`src/rtl/stream_mux_rr.sv`:
```
// stream_mux_rr: registered N:1 valid/ready stream multiplexer.
// Arbitration is round-robin (mode=0, resumes after the last winner) or
// fixed-priority (mode=1, lowest index wins). The winning word and its
// channel index land in a single output register that refills in the same
// cycle it drains, so a continuously ready sink sees one word per clock.
module stream_mux_rr #(
  parameter int unsigned N_CH  = 8,
  parameter int unsigned WIDTH = 8,
  parameter int unsigned SEL_W = 3
) (
  input  logic                    clk,
  input  logic                    rst,
  input  logic [N_CH*WIDTH-1:0]   in_data,
  input  logic [N_CH-1:0]         in_valid,
  output logic [N_CH-1:0]         in_ready,
  input  logic                    mode,
  output logic [WIDTH-1:0]        out_data,
  output logic [SEL_W-1:0]        out_ch,
  output logic                    out_valid,
  input  logic                    out_ready
);

  // One spare bit so ptr + offset cannot overflow before the wrap subtract.
  localparam int unsigned CNT_W = SEL_W + 1;
  localparam logic [CNT_W-1:0] N_CH_C  = CNT_W'(N_CH);
  localparam logic [SEL_W-1:0] LAST_CH = SEL_W'(N_CH - 1);

  logic [WIDTH-1:0] words [N_CH];

  logic [WIDTH-1:0] out_data_q, out_data_d;
  logic [SEL_W-1:0] out_ch_q, out_ch_d;
  logic             out_valid_q, out_valid_d;
  logic [SEL_W-1:0] ptr_q, ptr_d;

  logic             ld_c;
  logic             found_c;
  logic [SEL_W-1:0] gidx_c;
  logic [CNT_W-1:0] cand_c;
  logic [N_CH-1:0]  grant_c;

  // Unpack the flat input bus into per-channel words.
  for (genvar gi = 0; gi < N_CH; gi++) begin : g_unpack
    assign words[gi] = in_data[gi*WIDTH +: WIDTH];
  end

  // Arbiter: scan channels from the start point (ptr or 0) and pick the
  // first valid one; nothing is granted while the output register is full
  // and stalled, or while reset is asserted.
  always_comb begin
    ld_c    = (~out_valid_q | out_ready) & ~rst;
    found_c = 1'b0;
    gidx_c  = '0;
    cand_c  = '0;
    grant_c = '0;
    for (int unsigned k = 0; k < N_CH; k++) begin
      if (mode) begin
        cand_c = CNT_W'(k);
      end else begin
        cand_c = {1'b0, ptr_q} + CNT_W'(k);
      end
      if (cand_c >= N_CH_C) begin
        cand_c = cand_c - N_CH_C;
      end
      if (ld_c && !found_c && in_valid[cand_c[SEL_W-1:0]]) begin
        found_c = 1'b1;
        gidx_c  = cand_c[SEL_W-1:0];
      end
    end
    if (found_c) begin
      grant_c[gidx_c] = 1'b1;
    end
  end

  // Next-state: load the winner, otherwise drain or hold the output word.
  always_comb begin
    out_data_d  = out_data_q;
    out_ch_d    = out_ch_q;
    out_valid_d = out_valid_q;
    ptr_d       = ptr_q;
    if (found_c) begin
      out_data_d  = words[gidx_c];
      out_ch_d    = gidx_c;
      out_valid_d = 1'b1;
      if (!mode) begin
        ptr_d = (gidx_c == LAST_CH) ? '0 : gidx_c + SEL_W'(1);
      end
    end else if (out_valid_q && out_ready) begin
      out_valid_d = 1'b0;
    end
  end

  // Output register and round-robin pointer.
  always_ff @(posedge clk or posedge rst) begin
    if (rst) begin
      out_data_q  <= '0;
      out_ch_q    <= '0;
      out_valid_q <= 1'b0;
      ptr_q       <= '0;
    end else begin
      out_data_q  <= out_data_d;
      out_ch_q    <= out_ch_d;
      out_valid_q <= out_valid_d;
      ptr_q       <= ptr_d;
    end
  end

  assign in_ready  = grant_c;
  assign out_data  = out_data_q;
  assign out_ch    = out_ch_q;
  assign out_valid = out_valid_q;

endmodule

```
`config.mk`:
```
export PLATFORM = sky130hd
export DESIGN_NAME = stream_mux_rr
export DESIGN_NICKNAME = d
export VERILOG_FILES = /design/src/rtl/stream_mux_rr.sv
export SDC_FILE = /design/constraint.sdc
export NUM_CORES = 1
export LEC_CHECK = 0
export BUFFER_PORTS_ARGS = -buffer_cell sky130_fd_sc_hd__buf_2
export CAP_MARGIN = 0
export CORE_ASPECT_RATIO = 1.25
export CORE_MARGIN = 4
export CORE_UTILIZATION = 45
export DETAILED_ROUTE_END_ITERATION = 10
export GPL_ROUTABILITY_DRIVEN = 0
export PLACE_DENSITY = 0.89
export SYNTH_ARGS = -nofsm -noshare
export SYNTH_HDL_FRONTEND = slang
export SYNTH_SLANG_ARGS = --single-unit
```
`constraint.sdc`:
```
create_clock -name clk -period 4.2 [get_ports clk]
set_clock_uncertainty 0.15 [all_clocks]
set_input_delay 0.84 -clock clk [delete_from_list [all_inputs] [get_ports clk]]
set_output_delay 0.84 -clock clk [all_outputs]
set_load 0.02 [all_outputs]
```
==> run metrics, run 1 <==
status=finished, violations left; failing checks=negative setup slack; initial DRC count=334; sequential cell area fraction in the yosys report=16.00%; antenna cells=0; Cell Pwr Density=around 860 nW/um^2; EDFF count, synth=0; Die Wd=72.58 microns; clock sink count=15; crit-path max cell delay=0.39 ns; synthesized flop and latch total=15; HP Class=reg -> reg; slowest CP cell=dfrtp_1; Post-Synth XOR/XNOR Area=1.493%; Clk network pwr share=4.0%; vias after detailed routing=around 3000; final setup fails=8; combinational power share=86.8%; CP most frequent cell=buf_4; Async SR Flop Fraction=100.0%; most common cell after layout, fill and taps aside=buf_2; Worst-Margin Slew=0.5997 ns; most frequent cells in the layout=84 x buf_2, 65 x buf_4, 51 x mux2i_1; mux cell area share after synthesis=26.56%; largest family of logic cells by synthesized area=multiplexers; share of layout cells above drive strength 1=52.39%; pin count of the biggest net entering global routing=32; Mapped Avg Cell Area=8.469 sq um; final worst slack=-0.1800 ns; Pre-antenna DRT Iters=5; internal power=~1.6 mW; DR WL/cell=about 19 microns; H-tree lvl count=1; Setup Crit Path Kind=reg -> out; row cnt=29; mapped cell area=2346 sq um; die outline area=6440 sq um; fill cell count=361; crit path DAT=between 3 and 4 ns; CP required=3.21 ns; Adder-Cell Fraction of Synth Area=1.067%; total track usage=27.30%; Via density=6.146; Total Routed Length=~9.2 mm; hold_sp=out_ch[2]; VDD IR-drop max=roughly 0.66 mV; CP Launch Type=flop; setup TNS=-1.051 ns; Total Nets Final=roughly 500; Final Cycle Share=104.3%; Worst slew margin=59.98%; RSZ-0062 raised after global routing=true; Syn. warnings=0; sw frac=49.39%; first-pass GRT wire length=13.71 mm; Port Buffers=95; origin of the worst setup path=ptr_q[1]; NetSw=1.525 mW; number of global-route vias before repair=2962; clk buf depth=2; Die Span Y=between 80 and 90 microns; Synth Area in Compound Gates=between 20% and 30%; number of remaining DRC errors=0; fin area=3582 sq um; CP endpoint kind=output port; clock-pin slew on the worst setup and hold paths=0.07 ns; Pleak=roughly 1.8 nW; Reg power frac=under 10%; ys flop type=dfrtp_1; CP max FO=7; worst path cell trace=inv_2 -> ha_4 -> buf_4 -> nor3b_1 -> a211oi_4 -> buf_4 -> a221oi_4 -> nor3b_4 -> a21oi_2 -> o22ai_1 -> buf_4 -> nand2_1 -> nor2_2 -> buf_4; Max Fclk=228.3 MHz; crit path time final=4.380 ns; Starting Density=46.18%; CTS tree=built; Placed Area=3139 sq um; post-synth cell types=68; I/O pins=96; simple-gate share of the synthesized area=22.35%; root buffer cell=clkbuf_8; Core Box Area=between 5000 and 6000 sq um; Hold Fails Final Rpt=0; Max Slew Vio Count=0; Gate Count Post-Synth=277; CTS Buf Count=3; Worst-Skew Late Latency=around 0.26 ns; Post-Syn Nets=355; DPL Wire Length=6.642 mm; initial antenna violation count=0; Critical R2R Launch=ptr_q[1]; GRT overflow=0; Detail Route Antenna Nets=0; Area Growth Syn to Fin=52.69%; MaxCap Viol Count=0
-- sequential cells by signal, indices dropped and copies added (netlist names) --
signal,count
out_valid,1
out_ch,3
out_data,8
ptr_q,3
-- stage by stage --
step	power (mW)	util, %	hold slack [ns]	std cells	worst slack (ns)
global route	3.254	70.52	0.3643	480	-0.2855
floorplan	1.821	-	0.4399	277	-0.01176
CTS	2.811	67.56	0.3255	473	0.005591
finish	3.088	70.52	0.3265	480	-0.1800
detailed placement	2.419	61.80	0.3108	463	-0.1699
global placement	2.348	61.80	0.3064	463	-0.1407
-- critical path: cells and delay by family, from the launching register on --
kind / cells / cell delay [ns]
compound gates: 4 / 0.67
fa+ha+maj: 1 / 0.23
buf+inv: 5 / 0.77
flops: 1 / 0.39
simple gates: 4 / 1.05
-- layout make-up --
type	instances	area [sq um]	share of cell area (%)
Sequential cell	15	375.4	10.48
Clock inverter	1	5.005	0.1397
Timing Repair Buffer	158	1018	28.43
Multi-Input combinational cell	233	2034	56.79
Inverter	8	30.03	0.8383
Clock buffer	3	41.29	1.153
Tap cell	62	77.57	2.166
-- power groups by stage --
stage	sequential, mW	combinational, mW	clock (mW)
after global routing	0.289	2.84	0.127
after CTS	0.277	2.41	0.123
after detailed placement	0.279	2.14	0
after floorplan	0.336	1.48	0
after global placement	0.273	2.07	0
final	0.284	2.68	0.124
-- kinds of logic (layout without fill, tap and decap cells) --
kind of cell,after synthesis,count (layout)
simple gates,97,97
flops,15,15
buf+inv,29,170
xor+xnor,4,4
mux,59,59
fa+ha+maj,2,2
compound gates,71,71
-- layer usage --
metal | part of all wire, % | global-route usage [%] | vias to the layer above
li1 | - | - | 1325
met1 | 34 | 27.85 | 1367
met2 | 52 | 52.96 | 211
met3 | 8.8 | 2.727 | 47
met4 | 4.9 | 15.60 | 0
met5 | 0 | 0 | -
-- synth_stat cells, types with 3 or more instances --
master    number  share of area, %
a22o_1         3               1.1
nor3_1         4              0.85
o21ai_1        9               1.9
o211ai_1       4               1.3
nand3_1        8               1.7
o21ai_0        6               1.3
nor3b_1        6               1.9
a21oi_1        6               1.3
buf_4          6               1.9
mux2_1         5               2.4
nor2_1        28               4.5
mux2i_1       51                22
dfrtp_1       15                16
buf_6          7               3.4
inv_1          6              0.96
nor2b_1        5               1.3
nand4_1        3              0.80
a211o_1        9               3.4
buf_2          3              0.64
nand2_1       22               3.5
o22ai_1        3              0.80
clkbuf_1       5              0.80
-- worst paths after layout --
check                           cells after the start  slack [ns]     endpoint
worst min-delay path                                1        0.33    out_ch[2]
worst max register to register                     16        0.08  out_data[0]
min in group asynchronous                           2        0.53  out_data[3]
worst max-delay path                               14       -0.18  in_ready[6]
worst min register to register                      1        0.33    out_ch[2]
max in group asynchronous                           2        2.97    out_valid
-- timing repair --
action / CTS / global route
buffers inserted: 6 / 7
hold buffers: 0 / 0
pin swaps: 18 / 7
resized for setup: 44 / 24
cloned: 0 / 0
setup endpoints to repair: 8 / 8
No activity file was read; power rests on OpenSTA's default activity.
==> run 2: changes to the inputs <==
--- a/config.mk
+++ b/config.mk
@@ -8,11 +8,11 @@
 export BUFFER_PORTS_ARGS = -buffer_cell sky130_fd_sc_hd__buf_2
 export CAP_MARGIN = 0
 export CORE_ASPECT_RATIO = 1.25
-export CORE_MARGIN = 4
 export CORE_UTILIZATION = 45
 export DETAILED_ROUTE_END_ITERATION = 10
 export GPL_ROUTABILITY_DRIVEN = 0
 export PLACE_DENSITY = 0.89
+export REMOVE_ABC_BUFFERS = 1
 export SYNTH_ARGS = -nofsm -noshare
 export SYNTH_HDL_FRONTEND = slang
 export SYNTH_SLANG_ARGS = --single-unit
==> run metrics, run 2 (same netlist as run 1, synthesis figures left out) <==
max reg flops=8 (unchanged); WHS=0.3388 ns (+0.01232 ns); Cell Pwr Density=881.2 nW/um^2 (+2.2%); Total Routed Length=9.415 mm (+2.5%); clock-pin slew on the worst setup and hold paths=0.06 ns (about the same); Worst slew margin=60.44% (+0.46 points); Pleak=1.883 nW (+2.3%); hold_buf cts=0 (unchanged); failing checks=negative setup slack; final setup fails=8 (unchanged); antenna cells=0 (unchanged); crit path DAT=3.43 ns (+0.04 ns); Port Buffers=95 (unchanged); share of layout cells above drive strength 1=53.29% (+0.89 points); Reg2Reg Depth=17 (+1); DR WL/cell=19.29 microns (+0.78%); CP Launch Type=flop; MaxCap Viol Count=0 (unchanged); number of remaining DRC errors=0 (unchanged); R2R setup slack=0.10 ns (+0.02 ns); Setup Crit Path Kind=reg -> out; Detail Route Antenna Nets=0 (unchanged); Max Slew Vio Count=0 (unchanged); pin count of the biggest net entering global routing=19 (-41%); HP Class=reg -> reg; Place WS=-0.1444 ns (+0.02550 ns); CTS Buf Count=3 (unchanged); RSZ-0062 raised after global routing=true; Starting Density=46.51% (+0.33 points); Pre-antenna DRT Iters=5 (unchanged); Die Wd=66.58 microns (-8.3%); clock sink count=15 (unchanged); Via density=6.170 (+0.39%); total track usage=29.27% (+2.0 points); row cnt=29 (unchanged); Reg power frac=9.0% (-0.2 points); Final Cycle Share=105.2% (+0.96 points); sw frac=49.15% (-0.24 points); H-tree lvl count=1 (unchanged); Max Fclk=226.2 MHz (-0.91%); DPL Wire Length=6.087 mm (-8.4%); number of global-route vias before repair=2761 (-6.8%); hold path depth=2 (+1); combinational power share=87.3% (+0.5 points); NetSw=1.600 mW (+4.9%); clk buf depth=2 (unchanged); final worst slack=-0.2202 ns (-0.04022 ns); Area Growth Syn to Fin=57.44%; CTS tree=built; CP endpoint kind=output port; Core Box Area=5044 sq um (-0.71%); first-pass GRT wire length=12.33 mm (-10%); internal power=1.655 mW (+5.9%); initial antenna violation count=0 (unchanged); Die Span Y=82.73 microns (-6.8%); CP max FO=7 (unchanged); root buffer cell=clkbuf_8; die outline area=5508 sq um (-14%); most common cell after layout, fill and taps aside=buf_2; Clk network pwr share=3.7% (-0.3 points); Worst-Margin Slew=0.5928 ns (-0.006959 ns); I/O pins=96 (unchanged); crit path time final=4.420 ns (+0.04021 ns); initial DRC count=249 (-25%); Total Nets Final=505 (+1.6%); status=finished, violations left; most frequent cells in the layout=87 x buf_2, 61 x buf_4, 50 x mux2i_1; Worst-Skew Late Latency=0.25 ns (about the same); CP required=3.21 ns (about the same); VDD IR-drop max=0.7350 mV (+11%); GRT overflow=0 (unchanged); Hold Fails Final Rpt=0 (unchanged); vias after detailed routing=3011 (+2.1%)
## run 2: cell count changes in the layout (fill, tap and decap cells not counted), moves of 2 or more
| cell | previous run | this run |
|---|---|---|
| buf_6 | 8 | 16 |
| buf_4 | 65 | 61 |
| buf_2 | 84 | 87 |
| mux2_4 | 4 | 1 |
| mux2_1 | 2 | 4 |
| o21ai_0 | 4 | 6 |
## run 2: power groups by stage
stage          clock network [mW]  registers [mW]  logic (mW)
3_5_place_dp                    0           0.283        2.14
6_report                    0.122           0.293        2.84
2_1_floorplan                   0           0.382        1.30
4_1_cts                     0.120           0.283        2.32
3_3_place_gp                    0           0.280        2.07
5_1_grt                     0.124           0.295        2.98
## run 2: per-stage QoR
step / total power [mW] / cell area, sq um / cells / utilization (%) / setup TNS [ns]
floorplan: 1.684 / 2188 / 256 / - / -22.16
global placement: 2.346 / 3174 / 469 / 62.94 / -0.07271
detailed placement: 2.422 / 3174 / 469 / 62.94 / -1.316
CTS: 2.725 / 3383 / 475 / 67.08 / -0.007984
global route: 3.395 / 3694 / 488 / 73.23 / -2.082
finish: 3.255 / 3694 / 488 / 73.23 / -1.341
## run 2: cell type report
type / instances / area (sq um)
inverters: 8 / 30.03
clock inverters: 1 / 5.005
well taps: 62 / 77.57
repair buffers: 166 / 1109
clock buffers: 3 / 41.29
multi-input cells: 233 / 2054
flip-flops and latches: 15 / 376.6
fillers: 305 / 1350
## run 2: routing by layer
layer	up-vias	wire length (microns)	GRT usage [%]
met4	0	555	17.02
met2	204	4945	54.85
met5	-	0	0
met1	1404	3267	31.24
li1	1343	-	-
met3	60	647	3.022
## run 2: timing repair
action                                  CTS  global route
endpoints found under the setup margin   10            11
buffers inserted                          2            15
pin swaps                                 9            25
gates resized for setup                  32            51
## run 2: final timing paths
kind | end | startpoint
min in group asynchronous | out_data[0] | rst
hold reg to reg | out_ch[1] | out_ch[1]
hold / removal | out_ch[1] | out_ch[1]
setup / recovery | in_ready[0] | ptr_q[1]
setup reg to reg | out_data[3] | ptr_q[1]
max in group asynchronous | ptr_q[2] | rst
## run 2: worst max-delay path: stages (launching register included)
cell and delay, ns:
dfrtp_1 0.39, inv_2 0.08, ha_4 0.23, buf_8 0.15, buf_4 0.13, nor4bb_4 0.14, a211oi_2 0.26, buf_4 0.20
a221oi_4 0.08, nor3b_4 0.18, buf_4 0.15, a211o_1 0.30, a311oi_4 0.43, inv_2 0.16, nor2_2 0.16, buf_6 0.14
==> run 3: changes to the inputs <==
--- a/config.mk
+++ b/config.mk
@@ -13,6 +13,8 @@
 export GPL_ROUTABILITY_DRIVEN = 0
 export PLACE_DENSITY = 0.89
 export REMOVE_ABC_BUFFERS = 1
+export SETUP_SLACK_MARGIN = 0.05
+export SKIP_LAST_GASP = 1
 export SYNTH_ARGS = -nofsm -noshare
 export SYNTH_HDL_FRONTEND = slang
 export SYNTH_SLANG_ARGS = --single-unit
==> run metrics, run 3 (same netlist as run 1, synthesis figures left out) <==
RSZ-0062 raised after global routing=true; first-pass GRT wire length=12.68 mm (+2.9%); I/O pins=96 (unchanged); Area Growth Syn to Fin=58.19%; number of remaining DRC errors=0 (unchanged); reg2reg end=out_data[3]; Reg2Reg Depth=16 (-1); hold_sp=out_ch[1]; setup TNS=-0.8554 ns (+0.4854 ns); Critical R2R Launch=ptr_q[1]; placed instance count=469 (unchanged); die outline area=5508 sq um (unchanged); hold_buf cts=0 (unchanged); clock-pin slew on the worst setup and hold paths=0.06 ns (about the same); CTS tree=built; Worst-Skew Late Latency=0.25 ns (about the same); Hold EP=out_ch[1]; number of global-route vias before repair=2834 (+2.6%); fin area=3711 sq um (+0.47%); root buffer cell=clkbuf_8; CP required=3.21 ns (about the same); DR WL/cell=19.00 microns (-1.5%); Worst slew margin=60.05% (-0.39 points); clk buf depth=2 (unchanged); Die Span Y=82.73 microns (unchanged); Port Buffers=95 (unchanged); GRT overflow=0 (unchanged); antenna cells=0 (unchanged); MaxCap Viol Count=0 (unchanged); Total Routed Length=9.236 mm (-1.9%); origin of the worst setup path=ptr_q[1]; Die Wd=66.58 microns (unchanged); max reg flops=8 (unchanged); Placed Area=3174 sq um (unchanged); Pleak=1.893 nW (+0.50%); total track usage=30.19% (+0.92 points); Via density=6.220 (+0.81%); final worst slack=-0.1840 ns (+0.03624 ns); WHS=0.3358 ns (-0.002995 ns); failing checks=negative setup slack; R2R setup slack=0.13 ns (+0.03 ns); CTS Buf Count=3 (unchanged); Detail Route Antenna Nets=0 (unchanged); most frequent cells in the layout=86 x buf_2, 62 x buf_4, 49 x mux2i_1; status=finished, violations left; Place WS=-0.1444 ns (unchanged); clock sink count=15 (unchanged); most common cell after layout, fill and taps aside=buf_2; initial antenna violation count=0 (unchanged); hold path depth=2 (unchanged); fill cell count=311 (+2.0%); row cnt=29 (unchanged); initial DRC count=346 (+39%); final setup fails=8 (unchanged); DPL Wire Length=6.087 mm (unchanged); Setup Crit Path Kind=reg -> out; CP endpoint kind=output port; Hold Fails Final Rpt=0 (unchanged); Pre-antenna DRT Iters=5 (unchanged); Cell Pwr Density=881.5 nW/um^2 (about the same); Multi-input gate area=2049 sq um (-0.24%); Max Fclk=228.1 MHz (+0.83%); Non-Filler Instances=486 (-0.41%); CP Launch Type=flop; crit path time final=4.384 ns (-0.03624 ns); VDD IR-drop max=0.6250 mV (-15%); Core Box Area=5044 sq um (unchanged); Starting Density=46.51% (unchanged); Worst-Margin Slew=0.5986 ns (+0.005890 ns); register area=376.6 sq um (unchanged); share of layout cells above drive strength 1=53.77% (+0.49 points); Final Cycle Share=104.4% (-0.86 points); crit path DAT=3.39 ns (-0.04 ns); HP Class=reg -> reg; Total Nets Final=503 (-0.40%); vias after detailed routing=3023 (+0.40%); pin count of the biggest net entering global routing=19 (unchanged); H-tree lvl count=1 (unchanged); Max Slew Vio Count=0 (unchanged); CP max FO=5 (-2)
==> run 3: changes by cell type in the layout (fill, tap and decap cells not counted), sizes merged <==
| cell | delta |
|---|---|
| buf | -3 |
| clkbuf | +1 |
==> run 3: report_power, final <==
part / leakage (nW) / switching, mW / internal (mW) / total (mW)
Sequential: 0.179 / 0.0669 / 0.225 / 0.292
Clock: 0.0255 / 0.0529 / 0.0656 / 0.119
Combinational: 1.69 / 1.47 / 1.39 / 2.86
Total: 1.89 / 1.59 / 1.68 / 3.27
==> run 3: stage by stage <==
step                utilization [%]  power (mW)
detailed placement            62.94       2.422
global route                  73.58       3.424
CTS                           68.32       2.802
global placement              62.94       2.346
finish                        73.58       3.271
floorplan                         -       1.684
==> run 3: cell type report <==
class,count,share of cell area [%]
Clock inverter,1,0.1349
Timing Repair Buffer,164,30.41
Sequential cell,15,10.15
Tap cell,62,2.090
Multi-Input combinational cell,233,55.23
Clock buffer,3,1.113
Inverter,8,0.8766
==> run 3: timing repair <==
item	4_1_cts	5_1_grt
endpoints found under the setup margin	12	12
setup buffers	3	11
gates resized for setup	47	43
pin swaps	11	17
gates cloned	0	1
==> run 3: critical path, cell delays in order, from the launching register on <==
cell and delay, ns:
dfrtp_1 0.36, inv_2 0.06, ha_4 0.34, mux2_4 0.33
a211oi_4 0.28, a22o_1 0.23, o211ai_1 0.14, o41a_1 0.44
nor2_2 0.12, o211ai_2 0.13, or3_4 0.45, nor2_4 0.13
buf_6 0.13
==> run 3: how the worst max path moves through the flow <==
stage | end | cells past startpoint
6_report | in_ready[3] | 12
3_3_place_gp | in_ready[1] | 12
4_1_cts | in_ready[2] | 13
2_1_floorplan | in_ready[0] | 10
3_5_place_dp | out_data[3] | 15
5_1_grt | in_ready[3] | 14
==> run 3: layer usage <==
layer | routed length (microns) | up-vias | part of all wire [%] | global-route usage [%]
li1 | - | 1342 | - | -
met1 | 3223 | 1383 | 35 | 32.41
met2 | 4764 | 233 | 52 | 58.18
met3 | 714 | 65 | 7.7 | 1.786
met4 | 534 | 0 | 5.8 | 15.74
met5 | 0 | - | 0 | 0
